## src/rtl/four_function_calculator.sv

```systemverilog
// ============================================================================
//  Module   : four_function_calculator
//  Purpose  : Button-driven four-function integer calculator. Operands arrive
//             in sign-magnitude, are converted to two's complement and are
//             combined with a W-bit accumulator. Multiply uses a sequential
//             shift-add on magnitudes; divide uses restoring division on
//             magnitudes. Out-of-range results raise a sticky Overflow flag.
//  Ports    : Clock     - system clock, rising edge
//             Clear     - synchronous active-high clear (C button)
//             Equals    - "=" button (level, edge-detected internally)
//             Add/Subtract/Multiply/Divide - operator buttons (level)
//             Number    - W-bit sign-magnitude operand
//             Result    - W-bit two's-complement accumulator (registered)
//             Overflow  - sticky error flag (registered)
//  Revision : 1.0 - initial release
// ============================================================================
`default_nettype none

module four_function_calculator #(
  parameter int W = 11
) (
  input  logic         Clock,
  input  logic         Clear,
  input  logic         Equals,
  input  logic         Add,
  input  logic         Subtract,
  input  logic         Multiply,
  input  logic         Divide,
  input  logic [W-1:0] Number,
  output logic [W-1:0] Result,
  output logic         Overflow
);

  typedef enum logic [2:0] {
    S_WAIT_FIRST  = 3'd0,
    S_WAIT_OP     = 3'd1,
    S_WAIT_SECOND = 3'd2,
    S_MUL_BUSY    = 3'd3,
    S_DIV_BUSY    = 3'd4,
    S_ERROR       = 3'd5
  } state_t;

  typedef enum logic [1:0] {
    OP_ADD = 2'd0,
    OP_SUB = 2'd1,
    OP_MUL = 2'd2,
    OP_DIV = 2'd3
  } op_t;

  localparam int             c_CW       = $clog2(W);
  localparam int             c_PW       = 2 * W - 1;  // full |acc| * |operand| width
  localparam logic [c_CW-1:0] c_CNT_LAST = c_CW'(W - 1);
  localparam logic [W-1:0]   c_MIN      = {1'b1, {(W-1){1'b0}}};
  localparam logic [c_PW-1:0] c_POS_LIM = c_PW'(2**(W-1) - 1);
  localparam logic [c_PW-1:0] c_NEG_LIM = c_PW'(2**(W-1));

  state_t          r_state, w_state_nxt;
  op_t             r_op, w_op_sel;
  logic [W-1:0]    r_result;
  logic            r_ovf;
  logic [4:0]      r_btn, r_btn_d, w_press;
  logic [c_CW-1:0] r_cnt;
  logic            r_neg;

  // Multiplier datapath
  logic [c_PW-1:0] r_mcand, r_prod, w_prod_step;
  logic [W-2:0]    r_mplier;
  // Divider datapath: r_dvd shifts the dividend out and the quotient in
  logic [W-1:0]    r_dvd;
  logic [W-2:0]    r_rem, r_dvs, w_div_sub, w_rem_nxt;
  logic [W-1:0]    w_div_shift, w_quot;
  logic            w_qbit;

  logic [W-1:0]    w_num_ext, w_num_tc, w_acc_mag, w_mul_res, w_div_res, w_res_nxt;
  logic [W:0]      w_sum;
  logic            w_eq, w_any_op, w_as_ovf, w_div_bad, w_mul_ovf;
  logic            w_res_we, w_err_set, w_op_we, w_start;

  assign Result   = r_result;
  assign Overflow = r_ovf;

  // Buttons are level inputs; a press is a registered 0->1 transition.
  // The sync registers keep sampling during Clear so a button held through
  // Clear does not produce a fresh press afterwards.
  always_ff @(posedge Clock) begin
    r_btn   <= {Equals, Add, Subtract, Multiply, Divide};
    r_btn_d <= r_btn;
  end

  assign w_press  = r_btn & ~r_btn_d;
  assign w_eq     = w_press[4];
  assign w_any_op = |w_press[3:0];

  always_comb begin
    w_op_sel = OP_DIV;
    if      (w_press[3]) w_op_sel = OP_ADD;
    else if (w_press[2]) w_op_sel = OP_SUB;
    else if (w_press[1]) w_op_sel = OP_MUL;
  end

  // Sign-magnitude to two's complement; negative zero falls out as 0.
  assign w_num_ext = {1'b0, Number[W-2:0]};
  assign w_num_tc  = Number[W-1] ? (W'(0) - w_num_ext) : w_num_ext;
  assign w_acc_mag = r_result[W-1] ? (W'(0) - r_result) : r_result;

  // One extra bit exposes signed overflow of add/subtract.
  assign w_sum    = (r_op == OP_SUB) ? ({r_result[W-1], r_result} - {w_num_tc[W-1], w_num_tc})
                                     : ({r_result[W-1], r_result} + {w_num_tc[W-1], w_num_tc});
  assign w_as_ovf = w_sum[W] ^ w_sum[W-1];

  // Only quotients that cannot fit are caught up front; everything else fits.
  assign w_div_bad = (w_num_tc == '0) || ((r_result == c_MIN) && (w_num_tc == '1));

  assign w_prod_step = r_mplier[0] ? (r_prod + r_mcand) : r_prod;
  assign w_mul_ovf   = r_prod > (r_neg ? c_NEG_LIM : c_POS_LIM);
  assign w_mul_res   = r_neg ? (W'(0) - r_prod[W-1:0]) : r_prod[W-1:0];

  // Restoring step. The remainder is always below the divisor, so the
  // subtraction is done in W-1 bits once the comparison has passed.
  assign w_div_shift = {r_rem, r_dvd[W-1]};
  assign w_qbit      = w_div_shift >= {1'b0, r_dvs};
  assign w_div_sub   = w_div_shift[W-2:0] - r_dvs;
  assign w_rem_nxt   = w_qbit ? w_div_sub : w_div_shift[W-2:0];
  assign w_quot      = {r_dvd[W-2:0], w_qbit};
  assign w_div_res   = r_neg ? (W'(0) - w_quot) : w_quot;

  always_ff @(posedge Clock) begin
    if (Clear) r_state <= S_WAIT_FIRST;
    else       r_state <= w_state_nxt;
  end

  always_comb begin
    w_state_nxt = r_state;
    w_res_we    = 1'b0;
    w_res_nxt   = r_result;
    w_err_set   = 1'b0;
    w_op_we     = 1'b0;
    w_start     = 1'b0;
    case (r_state)
      S_WAIT_FIRST: begin
        if (w_eq) begin
          w_res_we    = 1'b1;
          w_res_nxt   = w_num_tc;
          w_state_nxt = S_WAIT_OP;
        end else if (w_any_op) begin
          w_res_we    = 1'b1;
          w_res_nxt   = '0;
          w_op_we     = 1'b1;
          w_state_nxt = S_WAIT_SECOND;
        end
      end
      S_WAIT_OP: begin
        // Equals here is deliberately a no-op.
        if (!w_eq && w_any_op) begin
          w_op_we     = 1'b1;
          w_state_nxt = S_WAIT_SECOND;
        end
      end
      S_WAIT_SECOND: begin
        if (w_eq) begin
          case (r_op)
            OP_MUL: begin
              w_start     = 1'b1;
              w_state_nxt = S_MUL_BUSY;
            end
            OP_DIV: begin
              if (w_div_bad) begin
                w_err_set   = 1'b1;
                w_state_nxt = S_ERROR;
              end else begin
                w_start     = 1'b1;
                w_state_nxt = S_DIV_BUSY;
              end
            end
            default: begin
              if (w_as_ovf) begin
                w_err_set   = 1'b1;
                w_state_nxt = S_ERROR;
              end else begin
                w_res_we    = 1'b1;
                w_res_nxt   = w_sum[W-1:0];
                w_state_nxt = S_WAIT_OP;
              end
            end
          endcase
        end else if (w_any_op) begin
          w_op_we = 1'b1;
        end
      end
      S_MUL_BUSY: begin
        // W-1 accumulate steps, then one edge to range-check and sign.
        if (r_cnt == c_CNT_LAST) begin
          if (w_mul_ovf) begin
            w_err_set   = 1'b1;
            w_state_nxt = S_ERROR;
          end else begin
            w_res_we    = 1'b1;
            w_res_nxt   = w_mul_res;
            w_state_nxt = S_WAIT_OP;
          end
        end
      end
      S_DIV_BUSY: begin
        // W steps (dividend magnitude may need W bits); the last step
        // writes the signed quotient directly.
        if (r_cnt == c_CNT_LAST) begin
          w_res_we    = 1'b1;
          w_res_nxt   = w_div_res;
          w_state_nxt = S_WAIT_OP;
        end
      end
      default: ;  // S_ERROR: only Clear leaves
    endcase
  end

  always_ff @(posedge Clock) begin
    if (Clear) begin
      r_result <= '0;
      r_ovf    <= 1'b0;
      r_op     <= OP_ADD;
      r_cnt    <= '0;
    end else begin
      if (w_res_we)  r_result <= w_res_nxt;
      if (w_err_set) r_ovf    <= 1'b1;
      if (w_op_we)   r_op     <= w_op_sel;
      if (w_start)
        r_cnt <= '0;
      else if (((r_state == S_MUL_BUSY) || (r_state == S_DIV_BUSY)) && (r_cnt != c_CNT_LAST))
        r_cnt <= r_cnt + c_CW'(1);
    end
  end

  // Operand datapath needs no reset: it is always loaded before use.
  always_ff @(posedge Clock) begin
    if (w_start) begin
      r_neg    <= r_result[W-1] ^ w_num_tc[W-1];
      r_mcand  <= c_PW'(w_acc_mag);
      r_mplier <= Number[W-2:0];
      r_prod   <= '0;
      r_dvd    <= w_acc_mag;
      r_dvs    <= Number[W-2:0];
      r_rem    <= '0;
    end else if (r_state == S_MUL_BUSY) begin
      if (r_cnt != c_CNT_LAST) begin
        r_prod   <= w_prod_step;
        r_mcand  <= r_mcand << 1;
        r_mplier <= r_mplier >> 1;
      end
    end else if (r_state == S_DIV_BUSY) begin
      r_rem <= w_rem_nxt;
      r_dvd <= w_quot;
    end
  end

endmodule

`default_nettype wire

```

## config.mk

```make
export PLATFORM = sky130hd
export DESIGN_NAME = four_function_calculator
export DESIGN_NICKNAME = d
export VERILOG_FILES = /design/src/rtl/four_function_calculator.sv
export SDC_FILE = /design/constraint.sdc
export NUM_CORES = 1
export LEC_CHECK = 0
export ABC_AREA = 1
export CORE_MARGIN = 1
export CORE_UTILIZATION = 45
export DETAILED_ROUTE_END_ITERATION = 8
export PLACE_DENSITY_LB_ADDON = 0.3
export SETUP_SLACK_MARGIN = 0.2
export SYNTH_ARGS = -nofsm -noshare
export SYNTH_HDL_FRONTEND = slang
export SYNTH_SLANG_ARGS = --single-unit
```

## constraint.sdc

```tcl
create_clock -name Clock -period 5 [get_ports Clock]
set_clock_uncertainty 0.05 [all_clocks]
set_input_delay 1 -clock Clock [delete_from_list [all_inputs] [get_ports Clock]]
set_output_delay 1 -clock Clock [all_outputs]
set_load 0.01 [all_outputs]
```

* Word-level counts from Yosys, hierarchy flattened
Index checks and enable logic that the tools add are counted.
Cells by class: add/sub/neg operators 9, magnitude comparators 2, equality and inequality tests 20, multiplexer cells 62, bitwise gates (word level) 5, reduce and logical (&&, ||, !) cells 24
Operator list (number):
- 11-bit two-way mux | 19
- 11-bit case mux with 4 select lines | 1
- 10-bit two-way mux | 4
- 1-bit by 11-bit subtractor with 11-bit output (first input constant) | 3
- 3-bit two-way mux | 8
- 11-bit == test (second input constant) | 2
- 21-bit adder | 1
- 21-bit by 11-bit greater-than comparator with 1-bit output | 1
- 1-bit two-way mux | 20
- 2-bit != test (second input constant) | 8
- 3-bit case mux with 5 select lines | 1
- 11-bit by 11-bit adder with 12-bit output | 1
- 12-bit two-way mux | 1
- 11-bit by 11-bit subtractor with 12-bit output | 1
- 11-bit by 10-bit greater-or-equal comparator with 1-bit output | 1
- 11-bit logical NOT | 1
- 1-bit by 10-bit subtractor with 11-bit output (first input constant) | 1
- 10-bit subtractor | 1
- 9-bit AND reduction | 1
- 1-bit case mux with 2 select lines | 4
- 2-bit AND reduction | 4
- 3-bit by 2-bit == test with 1-bit output (second input constant) | 2
- 3-bit case mux with 2 select lines | 1
- 6-bit AND reduction | 1
- other kinds (24) | 34
Storage, ports and cells: bits in registers 115, input bits 18, word-level logic and storage cells 137

* Logic depth before layout (Yosys ltp)
word-level depth 11, mapped depth 27

* Worst setup path after synthesis
No wires, ideal clock.
path kind input to register, start input Number[0], end register r_result[3] (netlist: Result[3]), arrival time 4233 ps, path slack 604 ps, stages on the path 26, buffers on the path 1, cells stage by stage inv_1 > ha_1 > nor2_2 > nand2_1 > nand2_2 > inv_2 > nor4_1 > nand2_1 > o31ai_1 > xor2_1 > inv_1 > ha_1 > nand2_1 > inv_1 > nand3_1 > o311ai_0 > inv_1 > nand3_2 > nand2_1 > nand2_2 > nand3_4 > a21oi_4 > buf_6 > nand2_1 > nand2_1 > nor2_1
On the way: cells in the longest elaborated chain, start to end 10, elaborated cells between the ends (all ways) 17
RTL lines:
- start: declaration | line 29 | input logic [W-1:0] Number,
- 1-bit by 10-bit subtractor with 11-bit output | line 103 | assign w_num_tc = Number[W-1] ? (W'(0) - w_num_ext) : w_num_ext;
- 11-bit two-way mux * | line 103
- 11-bit by 11-bit adder with 12-bit output / 11-bit by 11-bit subtractor with 12-bit output (equally long branches) | line 108, 107
- 12-bit two-way mux | line 107 | assign w_sum = (r_op == OP_SUB) ? ({r_result[W-1], r_result} - {w_num_tc[W-1], w_num_tc})
- 1-bit bitwise XOR | line 109 | assign w_as_ovf = w_sum[W] ^ w_sum[W-1];
- 1-bit two-way mux | line 176 | if (w_as_ovf) begin
- 1-bit two-way mux | line 161 | case (r_op)
- 1-bit two-way mux | line 160 | if (w_eq) begin
- 1-bit case mux with 4 select lines | line 139 | case (r_state)
- 9-bit AND reduction (no source line)
- end signal: assignment | line 223 | if (w_res_we) r_result <= w_res_nxt;
- end: declaration | line 59 | logic [W-1:0] r_result;
Every way passes the cells marked *; elsewhere a longest branch is shown, timed or not. The select of a mux whose other input is x is not followed. A chain may end at the register's enable or synchronous reset.

* Final worst setup path
start input Number[1], end register r_result[1] (netlist: Result[1])
The elaborated chain is that of the path after synthesis.

==> results.md <==
* Synthesis-to-layout area growth at 16.36%
* Final setup violating endpoints at 0
* Synth Area in Adders at 9.934%
* CP peak stage delay at 480 ps
* DR pass1 iterations at 7
* Routed WL at 22170 um
* Most used cell, CP: nand2_1
* Critical-path top delay cell: clkdlybuf4s50_1
* Root buffer cell: clkbuf_16
* Min Tclk post-route at 4553 ps
* Initial core utilization at 46.70%
* Clock Path Buffers at 2
* Final Hold Fails at 0
* Standard-cell rows at 48
* TritonCTS clock tree: built
* Top post-synthesis cells by count: 216 x nand2_1, 128 x inv_1, 102 x a21oi_1
* WP data required at 5260 ps
* Max Cap Viol at 0
* Critical Path Start: Number[1]
* Syn_nets at 1184
* Htree depth at 4
* Most frequent cell after synthesis: nand2_1
* DPL Wire Length at 16710 um
* Crit path capture: Result[1]
* First-pass GRT wire length at 35290 um
* Slew Limit Fails at 0
* Via count at 7726
* Synth top area share at 17.66%
* Final GP Congestion at 0.9697
* Post-synth EDFFs at 43
* Mapped Avg Cell Area at 7.399 um2
* Fin crit share at 91.06%
* Nets at 1243
* GRT Util Overall at 24.82%
* Worst-Skew Late Latency at 420 ps
* Final ANT Viol Nets at 0
* Syn. warnings at 0
* Reg-to-reg slack, setup at 1060 ps
* CTS buffer count at 17
* Die height at 136.7 um
* Final Util at 54.34%
* Area of the mapped netlist at 8162 um2
* CP Data Arrival Time at 4810 ps
* Cell taking the most area after synthesis: dfxtp_1
* RSZ-0062 raised after global routing: false
* # fillers at 1653
* Crit path buffers/inverters at 7
* Compound-Gate Fraction of Synth Area at 19.19%
* Relative slew margins at 43.75%
* Worst-path clk slew at 50 ps
* Delay-heaviest family, CP: simple AND/OR/NAND/NOR gates
* Total power at 5.760 mW
* Pin count of the biggest net entering global routing at 42
* Critical path type: in2reg
* Post-synthesis register bit count at 115
* Synth area leaders: dfxtp_1 18%, edfxtp_1 16%, nand2_1 9.9%
* Largest family of logic cells by synthesized area: simple AND/OR/NAND/NOR gates
* Power Density at 606.5 nW/um2
* Wire per inst at 15.84 um
* Die width at 136.7 um
* IO Pins at 30
* Synth Area in Simple Gates at 25.17%
* Initial antenna violation count at 0
* Hold Path Class: reg2reg
* Netlist cell types at 56
* Die Footprint at 18680 um2
* Status: finished, final reports clean
* R2R Path Start: r_dvs[2]
* Gr ovfl total at 0
* R2R depth at 21
* Critical path endpoint category: flop
* Clock Sinks at 115
* WP depth at 26
* XOR/XNOR share of the synthesized area at 4.078%
* CTS Hold Bufs at 0
* Via density at 5.519
* Reg2reg end: Result[10]
* Post-synthesis mux area share at 0%
* Port-buffer cells at 29
* Core footprint at 17480 um2
* Layout cells sized above 1 at 10.89%
* Achievable Freq at 219.6 MHz
* Max VDD drop at 431.7 uV
* P_leak at 4.271 nW
* Synth Flop Type: dfxtp_1
* Iteration-0 DRC Markers at 694
* Number of remaining DRC errors at 0
* Mapped Cells at 1103
* CP Max Fanout at 22
* Vias in the first global route at 7027
* Slew @ Worst Pin at 842.8 ps
* Seq/Total Area, Yosys at 33.48%
* Post-synthesis async set-or-reset flop share at 0%
* ANT cells at 0
* Setup crit start kind: input pin
==> cell families (layout without fill, tap and decap cells) <==
| logic type | after synthesis | after routing |
|---|---|---|
| buffers and inverters | 162 | 234 |
| AND/OR/NAND/NOR | 460 | 460 |
| adder cells (fa/ha/maj) | 63 | 63 |
| AO/OA/AOI/OAI | 265 | 265 |
| XOR/XNOR | 38 | 38 |
| flip-flops | 115 | 115 |
==> cell type report <==
class | count | area (um2) | share of cell area [%]
clock buffers | 25 | 506.7 | 5.336
clock inverters | 7 | 67.56 | 0.7115
inverters | 133 | 499.2 | 5.257
multi-input cells | 826 | 4793 | 50.47
flip-flops and latches | 115 | 2733 | 28.77
well taps | 225 | 281.5 | 2.964
repair buffers | 69 | 615.6 | 6.482
==> sequential cells by signal, summed over array words and instances, names as in the netlist <==
register	cells
r_state	3
Overflow	1
r_op	2
r_btn	5
r_rem	10
r_mcand	21
r_dvd	11
r_neg	1
r_mplier	10
r_prod	21
Result	11
r_dvs	10
r_cnt	4
r_btn_d	5
==> placed cells by master (no fill, tap or decap), types with 7 or more instances in the layout <==
master,n
a211oi_2,12
a21oi_1,102
a31oi_1,9
buf_4,38
clkbuf_16,18
clkdlybuf4s50_1,29
dfxtp_1,72
edfxtp_1,43
ha_1,58
inv_1,127
nand2_1,216
nand2_2,8
nand3_1,62
nand4_1,15
nor2_1,97
nor3_1,24
o21ai_0,92
o21ai_1,7
or2_2,8
xnor2_1,13
xor2_1,25
==> power breakdown <==
part / internal [mW] / leakage, nW / total [mW] / switching, mW
clock network: 0.753 / 0.288 / 1.19 / 0.438
logic: 1.20 / 2.99 / 3.00 / 1.80
registers: 1.27 / 0.989 / 1.57 / 0.297
==> per-layer routing <==
| layer | GRT usage (%) | part of all wire [%] |
|---|---|---|
| met3 | 5.185 | 6.2 |
| met5 | 0 | 0 |
| met2 | 39.79 | 46 |
| met4 | 8.642 | 2.1 |
| met1 | 32.96 | 46 |
==> stage by stage <==
| step | cell area [um2] | setup TNS [ps] | setup slack (ps) | instances | hold slack [ps] |
|---|---|---|---|---|---|
| CTS | 9460 | 0 | 300.8 | 1399 | 301.1 |
| global placement | 8886 | -574.3 | -62.60 | 1367 | 285.1 |
| detailed placement | 8886 | -1369 | -136.1 | 1367 | 289.2 |
| floorplan | 8162 | 0 | 604.2 | 1103 | 280.8 |
| global route | 9497 | 0 | 157.3 | 1400 | 308.0 |
| finish | 9497 | 0 | 447.1 | 1400 | 299.6 |
==> how the worst min path moves through the flow <==
| stage | cells after the start | end | slack [ps] | start |
|---|---|---|---|---|
| 2_1_floorplan | 0 | r_btn_d[0] | 280 | r_btn[0] |
| 3_3_place_gp | 0 | r_btn_d[0] | 290 | r_btn[0] |
| 3_5_place_dp | 0 | r_btn_d[2] | 290 | r_btn[2] |
| 4_1_cts | 0 | r_btn_d[2] | 300 | r_btn[2] |
| 5_1_grt | 0 | r_btn_d[4] | 310 | r_btn[4] |
| 6_report | 0 | r_btn_d[2] | 300 | r_btn[2] |
==> repair_timing <==
action / CTS / global route
setup endpoints to repair: 0 / 13
setup buffers: 0 / 1
resized for setup: 0 / 8
No activity file was read; power rests on OpenSTA's default activity.
